### config.mk
export PLATFORM = sky130hd
export DESIGN_NAME = nibble_pair_sequencer
export DESIGN_NICKNAME = d
export VERILOG_FILES = /design/src/rtl/nibble_pair_sequencer.sv
export SDC_FILE = /design/constraint.sdc
export NUM_CORES = 1
export LEC_CHECK = 0
export BUFFER_PORTS_ARGS = -buffer_cell sky130_fd_sc_hd__buf_2
export CAP_MARGIN = 20
export CORE_MARGIN = 2
export CORE_UTILIZATION = 48
export DETAILED_ROUTE_END_ITERATION = 16
export HOLD_SLACK_MARGIN = 0.02
export PLACE_DENSITY = 0.76
export SLEW_MARGIN = 0
export SYNTH_ARGS = -nofsm -noshare
export SYNTH_HDL_FRONTEND = slang
export SYNTH_SLANG_ARGS = --single-unit
### constraint.sdc
create_clock -name clk -period 2.15 [get_ports clk]
set_clock_uncertainty 0.15 [all_clocks]
set_input_delay 0.1075 -clock clk [delete_from_list [all_inputs] [get_ports clk]]
set_output_delay 0.1075 -clock clk [all_outputs]
set_load 0.01 [all_outputs]
### src/rtl/nibble_pair_sequencer.sv
// nibble_pair_sequencer
//
// Drives the nibble-adder datapath from its input side and checks what comes
// back on its output side. Consecutive nibbles arriving over a valid/ready
// handshake are paired into one operand byte {A,B} and presented to the adder.
// After a fixed latency, the adder result is captured and compared against a
// locally computed sum. The block reports the result and keeps pair and error
// counters.
//
// Ports:
//   clk         system clock; all logic runs on the rising edge
//   reset       synchronous, active-high reset; overrides everything
//   nib_in      incoming operand nibble
//   nib_valid   nib_in is valid this cycle
//   nib_ready   sequencer accepts nib_in this cycle (registered)
//   pair_out    operand byte to the adder: [7:4]=A (first nibble), [3:0]=B
//   res_in      adder output bus; [3:0] is the sum, [7:4] must read zero
//   res_valid   one-cycle pulse; the result fields below are valid
//   res_data    captured res_in[3:0]; held between pulses
//   res_carry   carry-out of A+B, computed locally; held between pulses
//   mismatch    adder result disagrees with the local sum; held between pulses
//   pair_count  pairs completed; wraps modulo 2^CNT_W
//   err_count   mismatches seen; saturates at 2^CNT_W-1
//   busy        high whenever the sequencer is not waiting for an A nibble

module nibble_pair_sequencer #(
    parameter int RESULT_LATENCY = 1,
    parameter int CNT_W          = 8
) (
    input  logic             clk,
    input  logic             reset,
    input  logic [3:0]       nib_in,
    input  logic             nib_valid,
    output logic             nib_ready,
    output logic [7:0]       pair_out,
    input  logic [7:0]       res_in,
    output logic             res_valid,
    output logic [3:0]       res_data,
    output logic             res_carry,
    output logic             mismatch,
    output logic [CNT_W-1:0] pair_count,
    output logic [CNT_W-1:0] err_count,
    output logic             busy
);

    typedef enum logic [1:0] {
        ST_GET_A,
        ST_GET_B,
        ST_WAIT,
        ST_REPORT
    } state_t;

    // The wait counter covers latencies 1..15.
    localparam logic [3:0]       LATENCY  = 4'(RESULT_LATENCY);
    localparam logic [CNT_W-1:0] CNT_ONE  = {{(CNT_W-1){1'b0}}, 1'b1};
    localparam logic [CNT_W-1:0] CNT_FULL = {CNT_W{1'b1}};

    state_t           state_q;
    logic [3:0]       a_q;
    logic [3:0]       b_q;
    logic [3:0]       wait_cnt_q;
    logic             nib_ready_q;
    logic [7:0]       pair_out_q;
    logic             res_valid_q;
    logic [3:0]       res_data_q;
    logic             res_carry_q;
    logic             mismatch_q;
    logic [CNT_W-1:0] pair_count_q;
    logic [CNT_W-1:0] err_count_q;
    logic             busy_q;

    logic             nib_xfer;
    logic [4:0]       sum_d;
    logic             mismatch_d;
    logic [CNT_W-1:0] pair_count_d;
    logic [CNT_W-1:0] err_count_d;

    // A nibble transfers only when both sides agree on the same edge.
    assign nib_xfer = nib_valid && nib_ready_q;

    // The reference sum is zero-extended to five bits so bit 4 is the carry
    // that the adder itself drops. Only the low nibble is compared against
    // the adder. A nonzero upper nibble on the bus is a fault in its own
    // right.
    assign sum_d      = {1'b0, a_q} + {1'b0, b_q};
    assign mismatch_d = (res_in[3:0] != sum_d[3:0]) || (res_in[7:4] != 4'h0);

    // pair_count wraps naturally. err_count must stick once it is all-ones.
    assign pair_count_d = pair_count_q + CNT_ONE;
    assign err_count_d  = (mismatch_d && (err_count_q != CNT_FULL))
                          ? (err_count_q + CNT_ONE) : err_count_q;

    // Sequencer FSM. Every output is a register that is updated here.
    // Result fields and counters are loaded on the edge that enters REPORT,
    // so they are visible during the same cycle in which res_valid is high.
    always_ff @(posedge clk) begin
        if (reset) begin
            state_q      <= ST_GET_A;
            a_q          <= 4'h0;
            b_q          <= 4'h0;
            wait_cnt_q   <= 4'h0;
            nib_ready_q  <= 1'b1;
            pair_out_q   <= 8'h00;
            res_valid_q  <= 1'b0;
            res_data_q   <= 4'h0;
            res_carry_q  <= 1'b0;
            mismatch_q   <= 1'b0;
            pair_count_q <= '0;
            err_count_q  <= '0;
            busy_q       <= 1'b0;
        end else begin
            case (state_q)
                ST_GET_A: begin
                    if (nib_xfer) begin
                        a_q     <= nib_in;
                        busy_q  <= 1'b1;
                        state_q <= ST_GET_B;
                    end
                end

                // The sequencer can wait here indefinitely for B. The
                // previous pair stays on pair_out until B actually arrives.
                ST_GET_B: begin
                    if (nib_xfer) begin
                        b_q         <= nib_in;
                        pair_out_q  <= {a_q, nib_in};
                        wait_cnt_q  <= LATENCY;
                        nib_ready_q <= 1'b0;
                        state_q     <= ST_WAIT;
                    end
                end

                // The counter starts at the latency and counts down to zero.
                // res_in is sampled on the edge where the counter is already
                // zero. That is one cycle after the adder's output register
                // updates, so res_in is stable when it is sampled.
                ST_WAIT: begin
                    if (wait_cnt_q == 4'h0) begin
                        res_valid_q  <= 1'b1;
                        res_data_q   <= res_in[3:0];
                        res_carry_q  <= sum_d[4];
                        mismatch_q   <= mismatch_d;
                        pair_count_q <= pair_count_d;
                        err_count_q  <= err_count_d;
                        state_q      <= ST_REPORT;
                    end else begin
                        wait_cnt_q <= wait_cnt_q - 4'h1;
                    end
                end

                ST_REPORT: begin
                    res_valid_q <= 1'b0;
                    nib_ready_q <= 1'b1;
                    busy_q      <= 1'b0;
                    state_q     <= ST_GET_A;
                end

                default: begin
                    state_q     <= ST_GET_A;
                    nib_ready_q <= 1'b1;
                    res_valid_q <= 1'b0;
                    busy_q      <= 1'b0;
                end
            endcase
        end
    end

    assign nib_ready  = nib_ready_q;
    assign pair_out   = pair_out_q;
    assign res_valid  = res_valid_q;
    assign res_data   = res_data_q;
    assign res_carry  = res_carry_q;
    assign mismatch   = mismatch_q;
    assign pair_count = pair_count_q;
    assign err_count  = err_count_q;
    assign busy       = busy_q;

endmodule

==> out/metrics.csv, run 1 <==
stage,metric,value,unit
status,outcome,"complete, but fails checks",
status,violations,negative setup slack,
worst_setup_path,worst-r2r-cell-count,9,
yosys,synthArstFlopShare,0,%
job,cap_violations,0,
place,dp_hpwl,3130,um
grt,grt_use_total,18.6,%
yosys,synth_edf_count,0,
worst_setup_path,r2r_setup_slack,-0.07,ns
clock_tree,cts_sinks,43,
die,dieWidth,69.0,um
power,vdd_drop_max,0.000560,V
routing,routed_wl,4350,um
die,rows,23,
grt,grt_max_degree,30,
routing,route.met3.wl,205,um
power,p_leak,1.13,nW
timing,period_minus_slack,2.22,ns
timing,worst_slew_pin_slew,0.548,ns
worst_setup_path,critPathCaptureType,register,
yosys,postSynthAreaPerCell,8.64,um^2
worst_setup_path,crit_type,reg -> reg,
worst_setup_path,crit_path_max_incr_delay,0.48,ns
timing,setup_violations,8,
yosys,syn_inst,235,
worst_setup_path,cp_slowest_cell,fa_1,
yosys,synth_top_flop_cell,dfxtp_1,
routing,drc,0,
worst_setup_path,critPathLaunchType,register,
die,fp.coreArea,4030,um^2
yosys,syn_area,2030,um^2
grt,grt_pass1_wl,7310,um
routing,wl_met2,1990,um
cells_and_area,num_antenna_cells,0,
place,io_buffers,47,
routing,detail-route-antenna-nets,0,
routing,wire_per_inst,12.4,um
routing,num_vias,1825,
worst_setup_path,reg2reg_from,a_q[0],
worst_hold_path,hp-class,in -> reg,
timing,setup_tns,-0.450,ns
clock_tree,cts_buffer_depth,2,
die,top_level_ports,48,
die,dieArea,4760,um^2
clock_tree,cts_tree,yes,
clock_tree,cts_root_buf,clkbuf_8,
worst_setup_path,crit_arrival,2.23,ns
worst_hold_path,holdCritStartpoint,reset,
die,start_util,50.4,%
worst_setup_path,timing.rr.end,err_count[6],
routing,dr.pass1.iters,4,
routing,drt_iter0_drc,72,
timing,max_freq,450,MHz
power,finalPower,2.61,mW
clock_tree,clock_latency,0.30,ns
worst_setup_path,path_cells,ha_4 -> inv_2 -> fa_1 -> xor2_1 -> nand4_2 -> o31ai_4 -> buf_4 -> or3_1 -> a21oi_1,
cells_and_area,final_layout_size_suffix_gt1_share,25.2,%
clock_tree,numCtsBuffers,5,
grt,gr-total-overflow,0,
worst_setup_path,worst_ep_required_time,2.16,ns
yosys,yosysSeqAreaShare,42.4,%
timing,rsz0062_at_grt,yes,
timing,timing.final.max_slew_violations,0,
timing,relSlewSlack,63.5,%
worst_hold_path,hold_depth,2,
timing,hold-worst-slack,0.119,ns
place,finalWeightedCongestion,0.783,
routing,viasPerCell,5.18,
routing,highest_layer,met4,
yosys,synth_cell_types,38,
routing,drt-met1-wl,2110,um
cells_and_area,syn2layout_area_growth,27.0,%
yosys,ys_ff_latch,43,
timing,finalCritPeriodShare,103,%
grt,antenna_found_initial,0,
yosys,yosysWarningCount,0,
worst_hold_path,min_to,busy,
yosys,syn-num-nets,263,
cells_and_area,finalNetCount,329,
clock_tree,h-tree-depth,2,
cells_and_area,mostFrequentLayoutCell,buf_2,
power,power.density,1010,nW/um^2
die,die_height,69.0,um
grt,grt_pass1_vias,1667,
timing,worst_slack,-0.0720,ns
clock_tree,clkTransAtPathRegs,0.08,ns
timing,final_hold_viol_count,0,
worst_setup_path,cp_max_fo,9,
cells_and_area,finish.utilization,64.0,%
worst_setup_path,cp-startpoint,a_q[0],
cells_and_area,mostFrequentLayoutCells,"buf_2 (47), dfxtp_1 (40), nand2_1 (33)",
worst max-delay path by stage:
| stage | end | slack [ns] | cells past startpoint |
|---|---|---|---|
| 2_1_floorplan | err_count[1] | -0.04 | 9 |
| 4_1_cts | err_count[6] | -0.08 | 9 |
| 5_1_grt | err_count[1] | -0.20 | 9 |
| 3_3_place_gp | err_count[1] | -0.03 | 9 |
| 6_report | err_count[6] | -0.07 | 9 |
| 3_5_place_dp | err_count[1] | -0.07 | 9 |
critical path: cells and delay by family (launching register included):
family,cells,cell delay (ns)
buffers and inverters,2,0.23
AO/OA/AOI/OAI,2,0.29
flip-flops,1,0.36
adder cells (fa/ha/maj),2,0.62
AND/OR/NAND/NOR,2,0.26
XOR/XNOR,1,0.16
area by class of cell:
| type | count | area, um^2 |
|---|---|---|
| fill | 358 | 1450 |
| multi-input combinational | 173 | 1110 |
| sequential | 43 | 867 |
| timing repair buffer | 68 | 419 |
| clock buffer | 6 | 72.6 |
| tap | 50 | 62.6 |
| inverter | 10 | 37.5 |
| clock inverter | 2 | 12.5 |
per-layer routing:
layer	GRT usage, %	up-vias
met2	30.4	44
met1	23.8	834
met4	5.23	0
met5	0	-
li1	-	941
met3	5.56	6
synthesized netlist by cell type, types with 2 or more instances:
cell type   n  area, um^2
a211oi_1    3        22.5
nand2_1    33         124
nor2b_1     3        18.8
xor2_1      8        70.1
nand3_1    10        50.1
clkbuf_1    7        26.3
nand4_1     3        18.8
o21ai_0     2        10.0
and3_1      4        25.0
ha_1       12         150
o21a_1      2        15.0
nor2_1     27         101
xnor2_1     5        43.8
o21ai_1     6        30.0
o31ai_1     2        15.0
dfxtp_1    43         861
nor4_1      2        12.5
o22ai_1     2        12.5
a21oi_1    25         125
inv_1      10        37.5
or3_1       5        31.3
mux2i_1     5        50.1
metrics by stage:
stage	cell area, um^2	setup slack [ns]	std cells
2_1_floorplan	2050	-0.0447	235
3_3_place_gp	2390	-0.0328	334
3_5_place_dp	2390	-0.0671	334
4_1_cts	2560	-0.0792	351
5_1_grt	2580	-0.199	352
6_report	2580	-0.0720	352
where the power goes:
group | total [mW] | internal [mW] | switching, mW
clock | 0.504 | 0.227 | 0.277
combinational | 1.04 | 0.481 | 0.557
sequential | 1.07 | 0.944 | 0.122
total | 2.61 | 1.65 | 0.956
sequential cells by signal, summed over array words and instances (netlist names):
register / count
res_valid: 1
nib_ready: 1
mismatch: 1
busy: 1
pair_count: 8
a_q: 4
res_carry: 1
wait_cnt_q: 4
pair_out: 5
b_q: 3
err_count: 8
state_q: 2
res_data: 4
kinds of logic after synthesis:
family | synth area share [%]
XOR/XNOR | 6.78
flip-flops | 42.4
AND/OR/NAND/NOR | 22.9
AO/OA/AOI/OAI | 13.1
multiplexers | 2.47
adder cells (fa/ha/maj) | 8.38
buffers and inverters | 3.95
what timing repair did:
action                                  CTS  global route
resized for setup                         1             1
hold endpoints to repair                 13             0
setup buffers                             0             1
hold buffers                              9             0
endpoints found under the setup margin    8            12
No activity file was read; power rests on OpenSTA's default activity.
==> inputs of run 2 (changes only) <==
--- a/config.mk
+++ b/config.mk
@@ -7,11 +7,14 @@
 export LEC_CHECK = 0
 export BUFFER_PORTS_ARGS = -buffer_cell sky130_fd_sc_hd__buf_2
 export CAP_MARGIN = 20
+export CELL_PAD_IN_SITES_DETAIL_PLACEMENT = 0
+export CELL_PAD_IN_SITES_GLOBAL_PLACEMENT = 1
 export CORE_MARGIN = 2
-export CORE_UTILIZATION = 48
+export CORE_UTILIZATION = 35
 export DETAILED_ROUTE_END_ITERATION = 16
 export HOLD_SLACK_MARGIN = 0.02
-export PLACE_DENSITY = 0.76
+export PLACE_DENSITY = 0.75
+export SKIP_LAST_GASP = 1
 export SLEW_MARGIN = 0
 export SYNTH_ARGS = -nofsm -noshare
 export SYNTH_HDL_FRONTEND = slang
==> out/metrics.csv, run 2 (same netlist as run 1, synthesis figures left out) <==
stage,metric,value,unit,change
job,cap_violations,0,,unchanged
worst_setup_path,crit_arrival,2.29,ns,was 2.23 ns
power,power.density,1050,nW/um^2,was 1010 nW/um^2
power,vdd_drop_max,0.000433,V,was 0.000560 V
timing,hold-worst-slack,0.128,ns,was 0.119 ns
status,violations,negative setup slack,,unchanged
routing,drt-met1-wl,2190,um,was 2110 um
routing,drc,0,,unchanged
clock_tree,clock_latency,0.30,ns,about the same
place,finalWeightedCongestion,0.698,,was 0.783
cells_and_area,mostFrequentLayoutCell,buf_2,,unchanged
power,p_leak,1.17,nW,was 1.13 nW
place,place_inst,358,,was 334
timing,worst_slew_pin_slew,0.550,ns,was 0.548 ns
die,dieWidth,80.1,um,was 69.0 um
clock_tree,h-tree-depth,2,,unchanged
timing,finalCritPeriodShare,105,%,was 103%
clock_tree,cts_tree,yes,,unchanged
routing,num_vias,1825,,unchanged
timing,rsz0062_at_grt,yes,,unchanged
worst_setup_path,critPathLaunchType,register,,unchanged
grt,grt_pass1_wl,7430,um,was 7310 um
worst_hold_path,hp-class,in -> reg,,unchanged
place,preCtsSetupSlack,-0.101,ns,was -0.0671 ns
timing,relSlewSlack,63.3,%,was 63.5%
die,start_util,36.6,%,was 50.4%
routing,wire_per_inst,11.8,um,was 12.4 um
grt,gr-total-overflow,0,,unchanged
clock_tree,cts_buffer_depth,2,,unchanged
routing,route.met3.wl,282,um,was 205 um
place,place_area,2440,um^2,was 2390 um^2
routing,wl_met2,1910,um,was 1990 um
routing,routed_wl,4460,um,was 4350 um
die,fp.coreArea,5540,um^2,was 4030 um^2
place,io_buffers,47,,unchanged
die,die_height,80.1,um,was 69.0 um
grt,antenna_found_initial,0,,unchanged
timing,setup_violations,9,,was 8
timing,max_freq,441,MHz,was 450 MHz
cells_and_area,syn2layout_area_growth,32.1,%,was 27.0%
timing,setup_tns,-0.548,ns,was -0.450 ns
worst_setup_path,worst_ep_required_time,2.17,ns,was 2.16 ns
worst_setup_path,r2r_setup_slack,-0.12,ns,was -0.07 ns
status,outcome,"complete, but fails checks",,unchanged
clock_tree,cts_sinks,43,,unchanged
routing,highest_layer,met4,,unchanged
clock_tree,clkTransAtPathRegs,0.08,ns,about the same
power,finalPower,2.81,mW,was 2.61 mW
die,top_level_ports,48,,unchanged
worst_setup_path,cp_max_fo,14,,was 9
cells_and_area,final_layout_size_suffix_gt1_share,25.9,%,was 25.2%
timing,period_minus_slack,2.27,ns,was 2.22 ns
timing,worst_slack,-0.116,ns,was -0.0720 ns
cells_and_area,finish.utilization,48.4,%,was 64.0%
die,rows,27,,was 23
worst_setup_path,crit_type,reg -> reg,,unchanged
clock_tree,cts_root_buf,clkbuf_8,,unchanged
grt,grt_use_total,14.8,%,was 18.6%
clock_tree,numCtsBuffers,5,,unchanged
routing,drt_iter0_drc,52,,was 72
cells_and_area,fin_cells,377,,was 352
routing,detail-route-antenna-nets,0,,unchanged
die,dieArea,6420,um^2,was 4760 um^2
cells_and_area,num_antenna_cells,0,,unchanged
worst_setup_path,critPathCaptureType,register,,unchanged
place,dp_hpwl,3240,um,was 3130 um
routing,dr.pass1.iters,4,,unchanged
cells_and_area,final_area,2680,um^2,was 2580 um^2
cells_and_area,mostFrequentLayoutCells,"buf_2 (47), dfxtp_1 (40), nand2_1 (33)",,unchanged
timing,final_hold_viol_count,0,,unchanged
grt,grt_pass1_vias,1641,,was 1667
cells_and_area,finalNetCount,332,,was 329
routing,viasPerCell,4.84,,was 5.18
grt,grt_max_degree,30,,unchanged
timing,timing.final.max_slew_violations,0,,unchanged
-- run 2: layout make-up --
type | instances | area, um^2
inverter | 10 | 37.5
multi-input combinational | 173 | 1110
fill | 547 | 2860
clock inverter | 1 | 30.0
clock buffer | 7 | 97.6
sequential | 43 | 867
tap | 72 | 90.1
timing repair buffer | 71 | 450
-- run 2: report_power, final --
group          switching, mW  total [mW]  internal (mW)
Clock                  0.274       0.691          0.417
Sequential             0.122        1.07          0.944
Combinational          0.558        1.05          0.493
Total                  0.953        2.81           1.85
-- run 2: worst paths after layout --
| kind | start | to | depth (start not counted) |
|---|---|---|---|
| min | reset | err_count[0] | 2 |
| max reg2reg | a_q[0] | err_count[1] | 9 |
| min reg2reg | res_data[3] | res_data[3] | 2 |
| max | a_q[0] | err_count[1] | 9 |
-- run 2: repair_timing --
action / CTS / global route
endpoints found under the setup margin: 8 / 9
buffers inserted: 1 / 1
hold buffers: 9 / 0
resized for setup: 0 / 1
endpoints found under the hold margin: 13 / 0
-- run 2: layer usage --
layer,vias to the layer above,global-route usage (%)
li1,940,-
met5,-,0
met3,5,4.16
met2,57,23.3
met4,0,5.59
met1,823,19.2
-- run 2: critical path, cell delays in order, from the launching register on --
cell and delay (ns):
dfxtp_2 0.36, ha_4 0.14, inv_2 0.03, fa_1 0.48, xor2_1 0.17, nand4_2 0.16, o31ai_4 0.24, buf_12 0.17
mux2i_1 0.19, nor2_1 0.05
